File: config.mk
export PLATFORM = sky130hd
export DESIGN_NAME = nfa_alt_literal_engine
export DESIGN_NICKNAME = d
export VERILOG_FILES = /design/src/rtl/nfa_alt_literal_engine.sv
export SDC_FILE = /design/constraint.sdc
export NUM_CORES = 1
export LEC_CHECK = 0
export BUFFER_PORTS_ARGS = -buffer_cell sky130_fd_sc_hd__buf_2
export CORE_MARGIN = 4
export CORE_UTILIZATION = 43
export CTS_CLUSTER_DIAMETER = 50
export DETAILED_ROUTE_END_ITERATION = 8
export GPL_TIMING_DRIVEN = 1
export PLACE_DENSITY = 0.83
export SYNTH_ARGS = -nofsm -noshare
export SYNTH_HDL_FRONTEND = slang
export SYNTH_SLANG_ARGS = --single-unit
File: constraint.sdc
create_clock -name clk -period 1.8 [get_ports clk]
set_input_delay 0.09 -clock clk [delete_from_list [all_inputs] [get_ports clk]]
set_output_delay 0.09 -clock clk [all_outputs]
set_load 0.1 [all_outputs]
File: src/rtl/nfa_alt_literal_engine.sv
// Alternation-of-literals NFA matcher: one shift-chain of prefix states per literal,
// with per-alternative hit reporting, match/byte counters and first-match offset.
module nfa_alt_literal_engine #(
    parameter int unsigned                     NUM_ALT  = 2,
    parameter int unsigned                     MAX_LEN  = 4,
    parameter logic [NUM_ALT*MAX_LEN*8-1:0]    PATTERNS = '0,
    parameter logic [NUM_ALT*4-1:0]            LENGTHS  = '0,
    parameter bit                              NOCASE   = 1'b1,
    parameter bit                              ANCHORED = 1'b0,
    parameter bit                              STICKY   = 1'b1,
    parameter int unsigned                     CNT_W    = 16
) (
    input  logic               clk,
    input  logic               sod,
    input  logic               en,
    input  logic [7:0]         char,
    output logic               out,
    output logic               match_pulse,
    output logic [NUM_ALT-1:0] match_id,
    output logic [CNT_W-1:0]   match_cnt,
    output logic [CNT_W-1:0]   first_pos,
    output logic [CNT_W-1:0]   byte_cnt
);

    function automatic logic is_letter(input logic [7:0] b);
        return (b >= 8'h41 && b <= 8'h5A) || (b >= 8'h61 && b <= 8'h7A);
    endfunction

    function automatic logic cm(input logic [7:0] p, input logic [7:0] c);
        if (NOCASE && is_letter(p) && is_letter(c))
            return (p | 8'h20) == (c | 8'h20);
        return p == c;
    endfunction

    function automatic int unsigned clamp_len(input int unsigned a);
        int unsigned l;
        l = int'(LENGTHS[a*4 +: 4]);
        return (l > MAX_LEN) ? MAX_LEN : l;
    endfunction

    logic [NUM_ALT-1:0] hit;
    logic               any_hit;
    logic               start_ok;

    // Anchoring only gates new starts; chains already in flight keep advancing.
    assign start_ok = ANCHORED ? (byte_cnt == '0) : 1'b1;
    assign any_hit  = |hit;

    for (genvar a = 0; a < NUM_ALT; a++) begin : g_alt
        localparam int unsigned LEN = clamp_len(a);

        if (LEN == 0) begin : g_off
            assign hit[a] = 1'b0;
        end else begin : g_on
            logic [LEN-1:0] cmv;

            always_comb begin
                cmv = '0;
                for (int unsigned k = 0; k < LEN; k++)
                    cmv[k] = cm(PATTERNS[(a*MAX_LEN+k)*8 +: 8], char);
            end

            if (LEN == 1) begin : g_single
                assign hit[a] = en & cmv[0] & start_ok;
            end else begin : g_chain
                // st[k]: bytes 0..k of this literal matched up to the previous enabled byte
                logic [LEN-2:0] st;

                always_ff @(posedge clk) begin
                    if (!sod) begin
                        st <= '0;
                    end else if (en) begin
                        st[0] <= cmv[0] & start_ok;
                        for (int unsigned k = 1; k < LEN - 1; k++)
                            st[k] <= cmv[k] & st[k-1];
                    end
                end

                assign hit[a] = en & cmv[LEN-1] & st[LEN-2];
            end
        end
    end

    always_ff @(posedge clk) begin
        if (!sod) begin
            out         <= 1'b0;
            match_pulse <= 1'b0;
            match_id    <= '0;
            match_cnt   <= '0;
            first_pos   <= '0;
            byte_cnt    <= '0;
        end else if (en) begin
            match_pulse <= any_hit;
            match_id    <= hit;
            out         <= STICKY ? (out | any_hit) : any_hit;
            if (byte_cnt != '1)
                byte_cnt <= byte_cnt + 1'b1;
            if (any_hit) begin
                if (match_cnt != '1)
                    match_cnt <= match_cnt + 1'b1;
                if (match_cnt == '0)
                    first_pos <= byte_cnt;
            end
        end else begin
            match_pulse <= 1'b0;
            match_id    <= '0;
            if (!STICKY)
                out <= 1'b0;
        end
    end

endmodule

# Word level (Yosys, flattened, before mapping)
# Cells that the tools add are included.
[classes]
addsub = 1
eq_ne = 1
n_reduce_logical = 1
[op_table]
columns = ["op", "count"]
rows = [
  ["$add 16x1->16 const B", 1],
  ["$ne 16x16->1 const B", 1],
  ["$reduce_and 2->1", 1],
]
[word_totals]
reg_bits = 16
output_inout_bits = 52
elab_cells = 4

# Longest topological paths before layout
# Gate-level depths: netlist of run 1.
[depth]
word_depth = 2
mapped_depth = 6
depth_no_buf = 5

# Worst setup path after synthesis of run 1
# Ideal clock, no wire load.
[synth_path]
kind = "reg-to-reg"
from = "reg byte_cnt[0]"
to = "reg byte_cnt[1]"
setup_time_ns = 0.071
arrival_time_ns = 2.266
required_time_ns = 1.729
path_slack_ns = -0.537
stages_incl_launch_ff = 7
period_less_slack_ns = 2.337
path_cell_list = "dfxtp_1 -> ha_1 -> nand3_1 -> nor4_2 -> buf_4 -> o21ai_0 -> a21oi_1"
[synth_via]
elab_chain_len = 2
word_cells_on_any_way = 3
cone_classes = "add/sub: 1; eq/ne: 1; reduce/logical: 1"
[synth_lines]
columns = ["element", "line_no", "source"]
rows = [
  ["start: declaration", "22", "output logic [CNT_W-1:0] byte_cnt"],
  ["start signal: assignment", "97", "byte_cnt <= byte_cnt + 1'b1;"],
  ["parallel branches: the longest is 2 deep, another holds $add 16x1->16", "-", ""],
]
# Parallel ways; which one is timed is not known.
# A chain may end at the register's enable or synchronous reset.

# Final worst setup path of run 1
[layout_path]
from = "reg byte_cnt[0]"
to = "reg byte_cnt[9]"
# Same word-level chain as after synthesis.

==> out/metrics.yaml, run 1 <==
timing:
  slew_viol_final: 0
  finalHoldViolCount: 0
  rsz0062_at_grt: "no"
  finalSetupViolations: 0
  worst_pin_slew_ns: 0.612
  skew_ns: 0.00226
  fmax_ghz: 0.585
  fin_setup_tns_ns: 0
  holdWs_ns: 0.0698
  worst_slack_ns: 0.0920
  maxSlewHeadroom_pct: 58.7
  layout_worst_path_cycle_share_pct: 94.9
  min_period_ns: 1.71
clock_tree:
  cts_tree: "yes"
  root_buffer: "clkbuf_4"
  clockBufferDepth: 2
  clock_sinks: 16
  cts_hold_buf: 0
  post-cts-setup-buffers: 0
  htree_levels: 1
  cts_buffers: 3
  clk_pin_slew_ns: 0.09
  clk_latency_ns: 0.29
  post_cts_resized: 0
drt:
  wl_um: 2090
  detailroute.via_count: 926
  viasPerCell: 5.01
  drt-initial-drc-count: 15
  dr.pass1.iters: 4
  wl_per_cell_um: 11.3
  route.detailed.drc: 0
  ant_nets: 0
global_routing:
  grt_pass1_vias: 733
  grt_max_degree: 15
  grt_use_total_pct: 11.5
  grt_pass1_wl_um: 3060
  overflow: 0
  antenna_found_initial: 0
setup_path:
  start_kind: "flop"
  crit_arrival_ns: 1.92
  max_stage_delay_ns: 0.51
  rr_worst_depth: 6
  crit_path_end_kind: "flop"
  crit_type: "flop to flop"
  cpMaxStageDelayCell: "or4_1"
  required_ns: 2.01
  r2r_end: "byte_cnt[9]$_SDFFE_PN0P_"
  cp_max_fo: 14
  reg2reg_from: "byte_cnt[0]$_SDFFE_PN0P_"
  reg2reg_slack_ns: 0.09
  crit_chain: "ha_1 -> nand3_1 -> nor4_2 -> buf_4 -> or4_1 -> a21oi_1"
die:
  dieHeight_um: 58.8
  dieArea_mm2: 0.00346
  start_util_pct: 44.8
  rows: 18
  core_mm2: 0.00248
  die_w_um: 58.8
  io_pins: 63
synthesis:
  netlist_area_mm2: 0.00111
  ys_seq_area_share_pct: 28.8
  yosys_warnings: 0
  syn_avg_cell_area_um2: 8.29
  yosysTopAreaCellShare_pct: 28.8
  syn_inst: 134
  yosysTopAreaCell: "dfxtp_1"
  synth.distinct_cells: 32
  yosys-top-cells-area: "dfxtp_1 (29%), buf_4 (25%), a21oi_1 (4.1%), nand2_1 (3.4%), o31ai_1 (3.4%)"
  ys_ff_latch: 16
cells_and_area:
  antenna_cells: 0
  largest-register: "byte_cnt"
  largestRegisters: "byte_cnt: 16 flops"
  nets: 168
  fin_area_mm2: 0.00118
  layout-drive-gt1-share_pct: 27.1
  area_growth_pct: 6.64
  largest_reg_flops: 16
pwr:
  power_frac_clock_pct: 21.4
  power_density_mw_per_mm2: 771
  internal-power_uw: 428
  p_sw_uw: 485
  ir_drop_uv: 515
  p_comb_share_pct: 41.1
  p_total_uw: 913
  switching_share_pct: 53.1
  total_leakage_power_uw: 0.000507
  seqPwrFrac_pct: 37.5
place:
  dpl_cell_area_mm2: 0.00116
  port_buffers: 18
  dp_worst_setup_slack_ns: 0.127
  gp_congestion: 0.834
  hpwl_um: 1610
min_path:
  min_from: "sod"
  min_path_type: "primary input to flop"
  min_path_cells: 2
  worstHoldEndpoint: "byte_cnt[10]$_SDFFE_PN0P_"
run:
  maxCapViolCount: 0
run_status:
  status: "complete, no violations"
[power by group through the flow]
stage	combinational (uW)	sequential, uW	clock [uW]
after floorplan	398	375	0
after global placement	371	351	0
after detailed placement	372	351	0
after CTS	372	343	203
after global routing	381	344	211
final	375	342	196
[synthesized netlist by cell type]
master    instances
buf_4            37
dfxtp_1          16
nand2_1          10
a21oi_1           9
nand3_1           6
nor2_1            5
o31ai_1           5
or4_1             5
inv_1             4
o21ai_0           4
and4_1            3
mux2i_1           3
nand4_1           3
nor4_1            3
nand2b_1          2
nor3_1            2
or3_1             2
clkbuf_1          1
conb_1            1
ha_1              1
nand3b_1          1
nand4_4           1
nor3b_1           1
nor4_2            1
nor4bb_1          1
o211a_1           1
o211ai_1          1
o311ai_0          1
o41ai_1           1
or3_4             1
xnor2_1           1
xor2_1            1
[per-layer routing]
layer,track usage (%),vias to the layer above,part of all wire (%)
met5,0,-,0
met4,6.80,0,1.7
met3,1.54,4,9.6
met2,18.8,41,48
met1,14.3,420,40
li1,-,461,-
[layout make-up]
class / count / area [um2]
Fill cell: 243 / 1290
Multi-Input combinational cell: 111 / 626
Sequential cell: 16 / 375
Timing Repair Buffer: 20 / 105
Tap cell: 30 / 37.5
Clock buffer: 3 / 22.5
Inverter: 4 / 15.0
Clock inverter: 1 / 3.75
[logic make-up after synthesis]
group                      share of synthesized area (%)
muxes                                               2.70
other                                              0.338
AOI/OAI and AO/OA                                   12.4
DFF                                                 28.8
adders and majority gates                           1.13
xor gates and xnor gates                            1.58
and+or+nand+nor                                     26.4
buffers and inverters                               26.7
[how the worst max path moves through the flow]
stage                                  start                         to  depth (start not counted)
floorplan           byte_cnt[1]$_SDFFE_PN0P_  byte_cnt[15]$_SDFFE_PN0P_                          6
global placement    byte_cnt[0]$_SDFFE_PN0P_   byte_cnt[9]$_SDFFE_PN0P_                          6
detailed placement  byte_cnt[0]$_SDFFE_PN0P_   byte_cnt[9]$_SDFFE_PN0P_                          6
CTS                 byte_cnt[0]$_SDFFE_PN0P_   byte_cnt[5]$_SDFFE_PN0P_                          6
global route        byte_cnt[0]$_SDFFE_PN0P_   byte_cnt[5]$_SDFFE_PN0P_                          6
finish              byte_cnt[0]$_SDFFE_PN0P_   byte_cnt[9]$_SDFFE_PN0P_                          6
[cell usage in the layout, fill, tap and decap left out]
cell	count
inv_1	4
nand4_4	1
nand2b_1	2
dfxtp_2	2
nor3_1	2
or3_4	1
nand3b_1	1
buf_4	2
or4_1	5
nand4_1	3
clkbuf_4	3
nor4_2	1
o21ai_0	4
dfxtp_4	14
and4_1	3
nor3b_1	1
o211a_1	1
o211ai_1	1
nor4_1	3
o31ai_1	5
xnor2_1	1
nor4bb_1	1
a21oi_1	9
nand3_1	6
mux2i_1	3
nor2_1	5
buf_2	18
or3_1	2
xor2_1	1
o41ai_1	1
clkinv_1	1
nand2_1	10
o311ai_0	1
conb_1	36
ha_1	1
[stage by stage]
stage | std cells | utilization [%]
CTS | 185 | 47.8
finish | 185 | 47.8
detailed placement | 181 | 46.8
floorplan | 169 | -
global placement | 181 | 46.8
global route | 185 | 47.8
[critical path, delay by kind of cell (launching register included)]
family / cells / cell delay (ns)
simple gates: 3 / 0.68
flops: 1 / 0.37
fa+ha+maj: 1 / 0.26
buf+inv: 1 / 0.18
compound gates: 1 / 0.14
Power figures use the tool's default switching activity.
==> run 2, diff against run 1 <==
--- a/config.mk
+++ b/config.mk
@@ -5,7 +5,7 @@
 export SDC_FILE = /design/constraint.sdc
 export NUM_CORES = 1
 export LEC_CHECK = 0
-export BUFFER_PORTS_ARGS = -buffer_cell sky130_fd_sc_hd__buf_2
+export BUFFER_PORTS_ARGS = -buffer_cell sky130_fd_sc_hd__clkbuf_2
 export CORE_MARGIN = 4
 export CORE_UTILIZATION = 43
 export CTS_CLUSTER_DIAMETER = 50
==> run 2 against run 1 <==
- clock power rose by 4%
- first-iteration DRC count increased by 93%
- cell count did not move
- setup slack better by 0.012 ns
- maximum frequency rose by 0.71%
- via count grew 1.2%
- core utilization up 0.30 points
- global-route usage up 1.5 points
- register-to-register slack is essentially flat
- flip-flop and latch count did not move
- clock skew grew 0.0040 ns
- hold slack worse by 0.0075 ns
- critical path type unchanged
==> out/metrics.yaml, run 2 (same netlist as run 1, synthesis figures left out) <==
timing:
  slew_viol_final: 0  # unchanged
  skew_ns: 0.00623  # +0.00397 ns
  finalSetupViolations: 0  # unchanged
  maxSlewHeadroom_pct: 63.7  # +5.1 points
  holdWs_ns: 0.0624  # -0.00748 ns
  fmax_ghz: 0.590  # +0.71%
  fin_setup_tns_ns: 0  # unchanged
  finalHoldViolCount: 0  # unchanged
  min_period_ns: 1.70  # -0.0121 ns
  worst_pin_slew_ns: 0.547  # -0.0655 ns
  rsz0062_at_grt: "no"
  layout_worst_path_cycle_share_pct: 94.2  # -0.67 points
drt:
  detailroute.via_count: 937  # +1.2%
  dr.pass1.iters: 4  # unchanged
  wl_per_cell_um: 11.9  # +5.8%
  route.detailed.drc: 0  # unchanged
  ant_nets: 0  # unchanged
  wl_um: 2210  # +5.8%
  viasPerCell: 5.06  # +1.2%
  drt-initial-drc-count: 29  # +14
cells_and_area:
  area_growth_pct: 7.32
  nFillCells: 240  # -1.2%
  largest_reg_flops: 16  # unchanged
  utilization_pct: 48.1  # +0.30 points
  nets: 168  # unchanged
  antenna_cells: 0  # unchanged
  largestRegisters: "byte_cnt: 16 flops"
  layout_commonest_cell: "conb_1"
  largest-register: "byte_cnt"
  multi_input_area_um2: 633  # +1.2%
  layout-drive-gt1-share_pct: 27.7  # +0.65 points
  layout_common_cells: "conb_1 (36), clkbuf_2 (18), dfxtp_4 (14)"
  seq_area_um2: 375  # unchanged
die:
  die_w_um: 58.8  # unchanged
  start_util_pct: 44.8  # unchanged
  dieHeight_um: 58.8  # unchanged
  io_pins: 63  # unchanged
  rows: 18  # unchanged
  dieArea_mm2: 0.00346  # unchanged
  core_mm2: 0.00248  # unchanged
clock_tree:
  cts_buffers: 3  # unchanged
  clk_latency_ns: 0.29  # about the same
  post-cts-setup-buffers: 0  # unchanged
  clockBufferDepth: 2  # unchanged
  htree_levels: 1  # unchanged
  root_buffer: "clkbuf_4"
  clock_sinks: 16  # unchanged
  post_cts_resized: 0  # unchanged
  cts_hold_buf: 0  # unchanged
  cts_tree: "yes"
  clk_pin_slew_ns: 0.10  # about the same
place:
  gp_congestion: 0.761  # -8.8%
  hpwl_um: 1680  # +4.2%
  port_buffers: 18  # unchanged
pwr:
  power_frac_clock_pct: 22.1  # +0.7 points
  power_density_mw_per_mm2: 772  # +0.18%
  p_sw_uw: 487  # +0.39%
  seqPwrFrac_pct: 37.3  # -0.2 points
  ir_drop_uv: 466  # -9.6%
  internal-power_uw: 433  # +1.3%
  total_leakage_power_uw: 0.000492  # -2.8%
  switching_share_pct: 52.9  # -0.22 points
  p_comb_share_pct: 40.7  # -0.4 points
global_routing:
  overflow: 0  # unchanged
  grt_pass1_wl_um: 3490  # +14%
  antenna_found_initial: 0  # unchanged
  grt_max_degree: 14  # -1
  grt_pass1_vias: 813  # +11%
  grt_use_total_pct: 12.9  # +1.5 points
setup_path:
  required_ns: 2.01  # about the same
  max_stage_delay_ns: 0.50  # about the same
  crit_type: "flop to flop"
  crit_chain: "ha_1 -> nand3_1 -> nor4_2 -> buf_4 -> or4_1 -> a21oi_1"
  crit_path_end_kind: "flop"
  cpMaxStageDelayCell: "or4_1"
  crit_arrival_ns: 1.91  # about the same
  start_kind: "flop"
  cp_max_fo: 12  # -2
run:
  maxCapViolCount: 0  # unchanged
run_status:
  status: "complete, no violations"
min_path:
  min_path_type: "primary input to flop"
-- run 2: cell count changes in the layout (fill, tap and decap cells not counted) --
cell / delta
buf_2: -18
clkbuf_2: +18
clkbuf_1: +1
clkinv_1: -1
o41ai_1: -1
o41ai_2: +1
-- run 2: power groups by stage --
stage	combinational, uW	sequential [uW]	clock [uW]
floorplan	398	375	0
global placement	371	351	0
detailed placement	372	351	0
CTS	372	343	211
global route	381	344	222
finish	374	343	203
-- run 2: worst max-delay path, delay by kind of cell (launching register included) --
kind                     cells  cell delay, ns
buffers and inverters        1            0.17
AND/OR/NAND/NOR              3            0.68
adder cells (fa/ha/maj)      1            0.25
flip-flops                   1            0.37
AO/OA/AOI/OAI                1            0.15
-- run 2: worst paths after layout --
kind	from	to	cells past startpoint	slack [ns]
worst max-delay path	byte_cnt[0]$_SDFFE_PN0P_	byte_cnt[13]$_SDFFE_PN0P_	6	0.10
worst min-delay path	sod	byte_cnt[10]$_SDFFE_PN0P_	2	0.06
worst max register to register	byte_cnt[0]$_SDFFE_PN0P_	byte_cnt[13]$_SDFFE_PN0P_	6	0.10
worst min register to register	byte_cnt[9]$_SDFFE_PN0P_	byte_cnt[9]$_SDFFE_PN0P_	2	0.51
-- run 2: layer usage --
| metal | global-route usage (%) | wire, um | share of wire, % | vias up |
|---|---|---|---|---|
| met5 | 0 | 0 | 0 | - |
| met4 | 3.88 | 31 | 1.4 | 0 |
| met3 | 3.29 | 181 | 8.2 | 5 |
| met2 | 23.8 | 1110 | 50 | 40 |
| met1 | 14.5 | 889 | 40 | 438 |
| li1 | - | - | - | 454 |
-- run 2: through the flow --
| step | total power [uW] | worst slack [ns] | area, um2 | std cells |
|---|---|---|---|---|
| floorplan | 773 | 0.0250 | 1300 | 169 |
| global placement | 722 | 0.172 | 1160 | 181 |
| detailed placement | 724 | 0.136 | 1160 | 181 |
| CTS | 926 | 0.109 | 1180 | 185 |
| global route | 947 | 0.00860 | 1190 | 185 |
| finish | 920 | 0.104 | 1190 | 185 |
-- run 2: area by class of cell --
cell class                 instances  share of cell area [%]
inverter                           4                    1.26
clock buffer                       4                    2.20
timing repair buffer              20                    8.81
multi-input combinational        111                    53.1
tap                               30                    3.15
sequential                        16                    31.5
==> run 3, diff against run 2 <==
--- a/config.mk
+++ b/config.mk
@@ -7,11 +7,13 @@
 export LEC_CHECK = 0
 export BUFFER_PORTS_ARGS = -buffer_cell sky130_fd_sc_hd__clkbuf_2
 export CORE_MARGIN = 4
-export CORE_UTILIZATION = 43
+export CORE_UTILIZATION = 45
+export CTS_BUF_LIST = sky130_fd_sc_hd__clkbuf_2 sky130_fd_sc_hd__clkbuf_4 sky130_fd_sc_hd__clkbuf_8
 export CTS_CLUSTER_DIAMETER = 50
 export DETAILED_ROUTE_END_ITERATION = 8
 export GPL_TIMING_DRIVEN = 1
-export PLACE_DENSITY = 0.83
+export PLACE_DENSITY = 0.86
+export SKIP_CTS_REPAIR_TIMING = 1
 export SYNTH_ARGS = -nofsm -noshare
 export SYNTH_HDL_FRONTEND = slang
 export SYNTH_SLANG_ARGS = --single-unit
==> run 3 against run 2 <==
- sequential share of layout area is 0.27 points higher
- clock skew is 0.0021 ns lower
- non-clock buffer count stayed put
- die area is 3.8% lower
- first-iteration DRC count is 24% higher
- hold slack worse by 0.0025 ns
- maximum frequency is 2.4% higher
==> out/metrics.yaml, run 3 (same netlist as run 1, synthesis figures left out) <==
run_status:
  status: "complete, no violations"
clock_tree:
  root_buffer: "clkbuf_4"
  clk_latency_ns: 0.30  # about the same
  clk_pin_slew_ns: 0.10  # about the same
  clockBufferDepth: 2  # unchanged
  cts_tree: "yes"
  cts_buffers: 3  # unchanged
  clock_sinks: 16  # unchanged
  htree_levels: 1  # unchanged
cells_and_area:
  area_growth_pct: 6.42
  largest_reg_flops: 16  # unchanged
  seq_area_um2: 375  # unchanged
  antenna_cells: 0  # unchanged
  fin_area_mm2: 0.00118  # -0.84%
  layout_commonest_cell: "conb_1"
  utilization_pct: 52.0  # +3.8 points
  largestRegisters: "byte_cnt: 16 flops"
  multi_input_area_um2: 626  # -1.2%
  nets: 168  # unchanged
  largest-register: "byte_cnt"
  layout_common_cells: "conb_1 (36), clkbuf_2 (18), dfxtp_4 (14)"
  layout-drive-gt1-share_pct: 27.1  # -0.65 points
  nFillCells: 222  # -7.5%
pwr:
  internal-power_uw: 428  # -1.2%
  power_frac_clock_pct: 21.9  # -0.2 points
  seqPwrFrac_pct: 37.3  # about the same
  power_density_mw_per_mm2: 778  # +0.78%
  ir_drop_uv: 522  # +12%
  p_sw_uw: 492  # +0.92%
  p_comb_share_pct: 40.8  # about the same
  switching_share_pct: 53.4  # +0.52 points
  total_leakage_power_uw: 0.000493  # about the same
timing:
  skew_ns: 0.00417  # -0.00206 ns
  slew_viol_final: 0  # unchanged
  min_period_ns: 1.66  # -0.0405 ns
  fin_setup_tns_ns: 0  # unchanged
  worst_pin_slew_ns: 0.654  # +0.107 ns
  rsz0062_at_grt: "no"
  maxSlewHeadroom_pct: 55.8  # -7.9 points
  layout_worst_path_cycle_share_pct: 92.0  # -2.3 points
  finalHoldViolCount: 0  # unchanged
  fmax_ghz: 0.604  # +2.4%
  finalSetupViolations: 0  # unchanged
drt:
  drt-initial-drc-count: 36  # +24%
  wl_um: 2280  # +3.4%
  viasPerCell: 5.17  # +2.2%
  wl_per_cell_um: 12.5  # +4.6%
  route.detailed.drc: 0  # unchanged
  detailroute.via_count: 947  # +1.1%
  ant_nets: 0  # unchanged
  dr.pass1.iters: 4  # unchanged
run:
  maxCapViolCount: 0  # unchanged
min_path:
  min_path_type: "primary input to flop"
die:
  core_mm2: 0.00228  # -8.1%
  rows: 17  # -1
  dieArea_mm2: 0.00333  # -3.8%
  io_pins: 63  # unchanged
  die_w_um: 57.7  # -1.9%
  dieHeight_um: 57.7  # -1.9%
  start_util_pct: 48.8  # +4.0 points
global_routing:
  grt_pass1_vias: 793  # -2.5%
  antenna_found_initial: 0  # unchanged
  grt_pass1_wl_um: 3420  # -2.0%
  overflow: 0  # unchanged
  grt_use_total_pct: 13.0  # +0.070 points
  grt_max_degree: 14  # unchanged
setup_path:
  start_kind: "flop"
  crit_type: "flop to flop"
  required_ns: 2.03  # +0.02 ns
  crit_path_end_kind: "flop"
  cp_max_fo: 10  # -2
  crit_arrival_ns: 1.88  # -0.03 ns
place:
  port_buffers: 18  # unchanged
  gp_congestion: 0.809  # +6.3%
  dpl_cell_area_mm2: 0.00116  # -0.22%
  hpwl_um: 1760  # +4.8%
==> run 3: cell count changes in the layout (fill, tap and decap cells not counted) <==
cell,before,now
clkinv_1,0,1
o41ai_1,0,1
clkbuf_1,1,0
o41ai_2,1,0
==> run 3: area by class of cell <==
cell class | count | area share (%)
Multi-Input combinational cell | 111 | 52.9
Clock buffer | 3 | 1.90
Timing Repair Buffer | 20 | 8.89
Clock inverter | 1 | 0.317
Tap cell | 28 | 2.96
Inverter | 4 | 1.27
Sequential cell | 16 | 31.7
==> run 3: final timing paths <==
kind / depth (start not counted) / end / start / slack (ns)
setup / recovery: 6 / byte_cnt[13]$_SDFFE_PN0P_ / byte_cnt[0]$_SDFFE_PN0P_ / 0.14
hold / removal: 2 / byte_cnt[10]$_SDFFE_PN0P_ / sod / 0.06
setup reg to reg: 6 / byte_cnt[13]$_SDFFE_PN0P_ / byte_cnt[0]$_SDFFE_PN0P_ / 0.14
hold reg to reg: 2 / byte_cnt[9]$_SDFFE_PN0P_ / byte_cnt[9]$_SDFFE_PN0P_ / 0.51
==> run 3: critical path, cell delays in order, from the launching register on <==
cell and delay (ns):
dfxtp_4 0.37, ha_1 0.24, nand3_1 0.11, nor4_2 0.05
buf_4 0.17, or4_1 0.50, a21oi_1 0.14
==> run 3: per-layer routing <==
| layer | vias to the layer above | track usage, % | share of wire, % |
|---|---|---|---|
| li1 | 457 | - | - |
| met1 | 443 | 13.8 | 38 |
| met2 | 42 | 22.4 | 50 |
| met3 | 5 | 3.34 | 9.9 |
| met4 | 0 | 8.94 | 2.2 |
| met5 | - | 0 | 0 |
==> run 3: through the flow <==
stage                     power [uW]  hold WS (ns)  setup slack [ns]  cells
after floorplan                  773         0.213            0.0250    169
after global placement           722         0.371             0.186    179
after detailed placement         724         0.376             0.175    179
after CTS                        921        0.0594             0.149    183
after global routing             948        0.0622            0.0270    183
final                            920        0.0599             0.145    183
==> run 3: power groups by stage <==
stage                     Combinational [uW]  Clock, uW  Sequential (uW)
after floorplan                          398          0              375
after global placement                   371          0              351
after detailed placement                 372          0              351
after CTS                                373        205              343
after global routing                     381        223              344
final                                    375        202              343
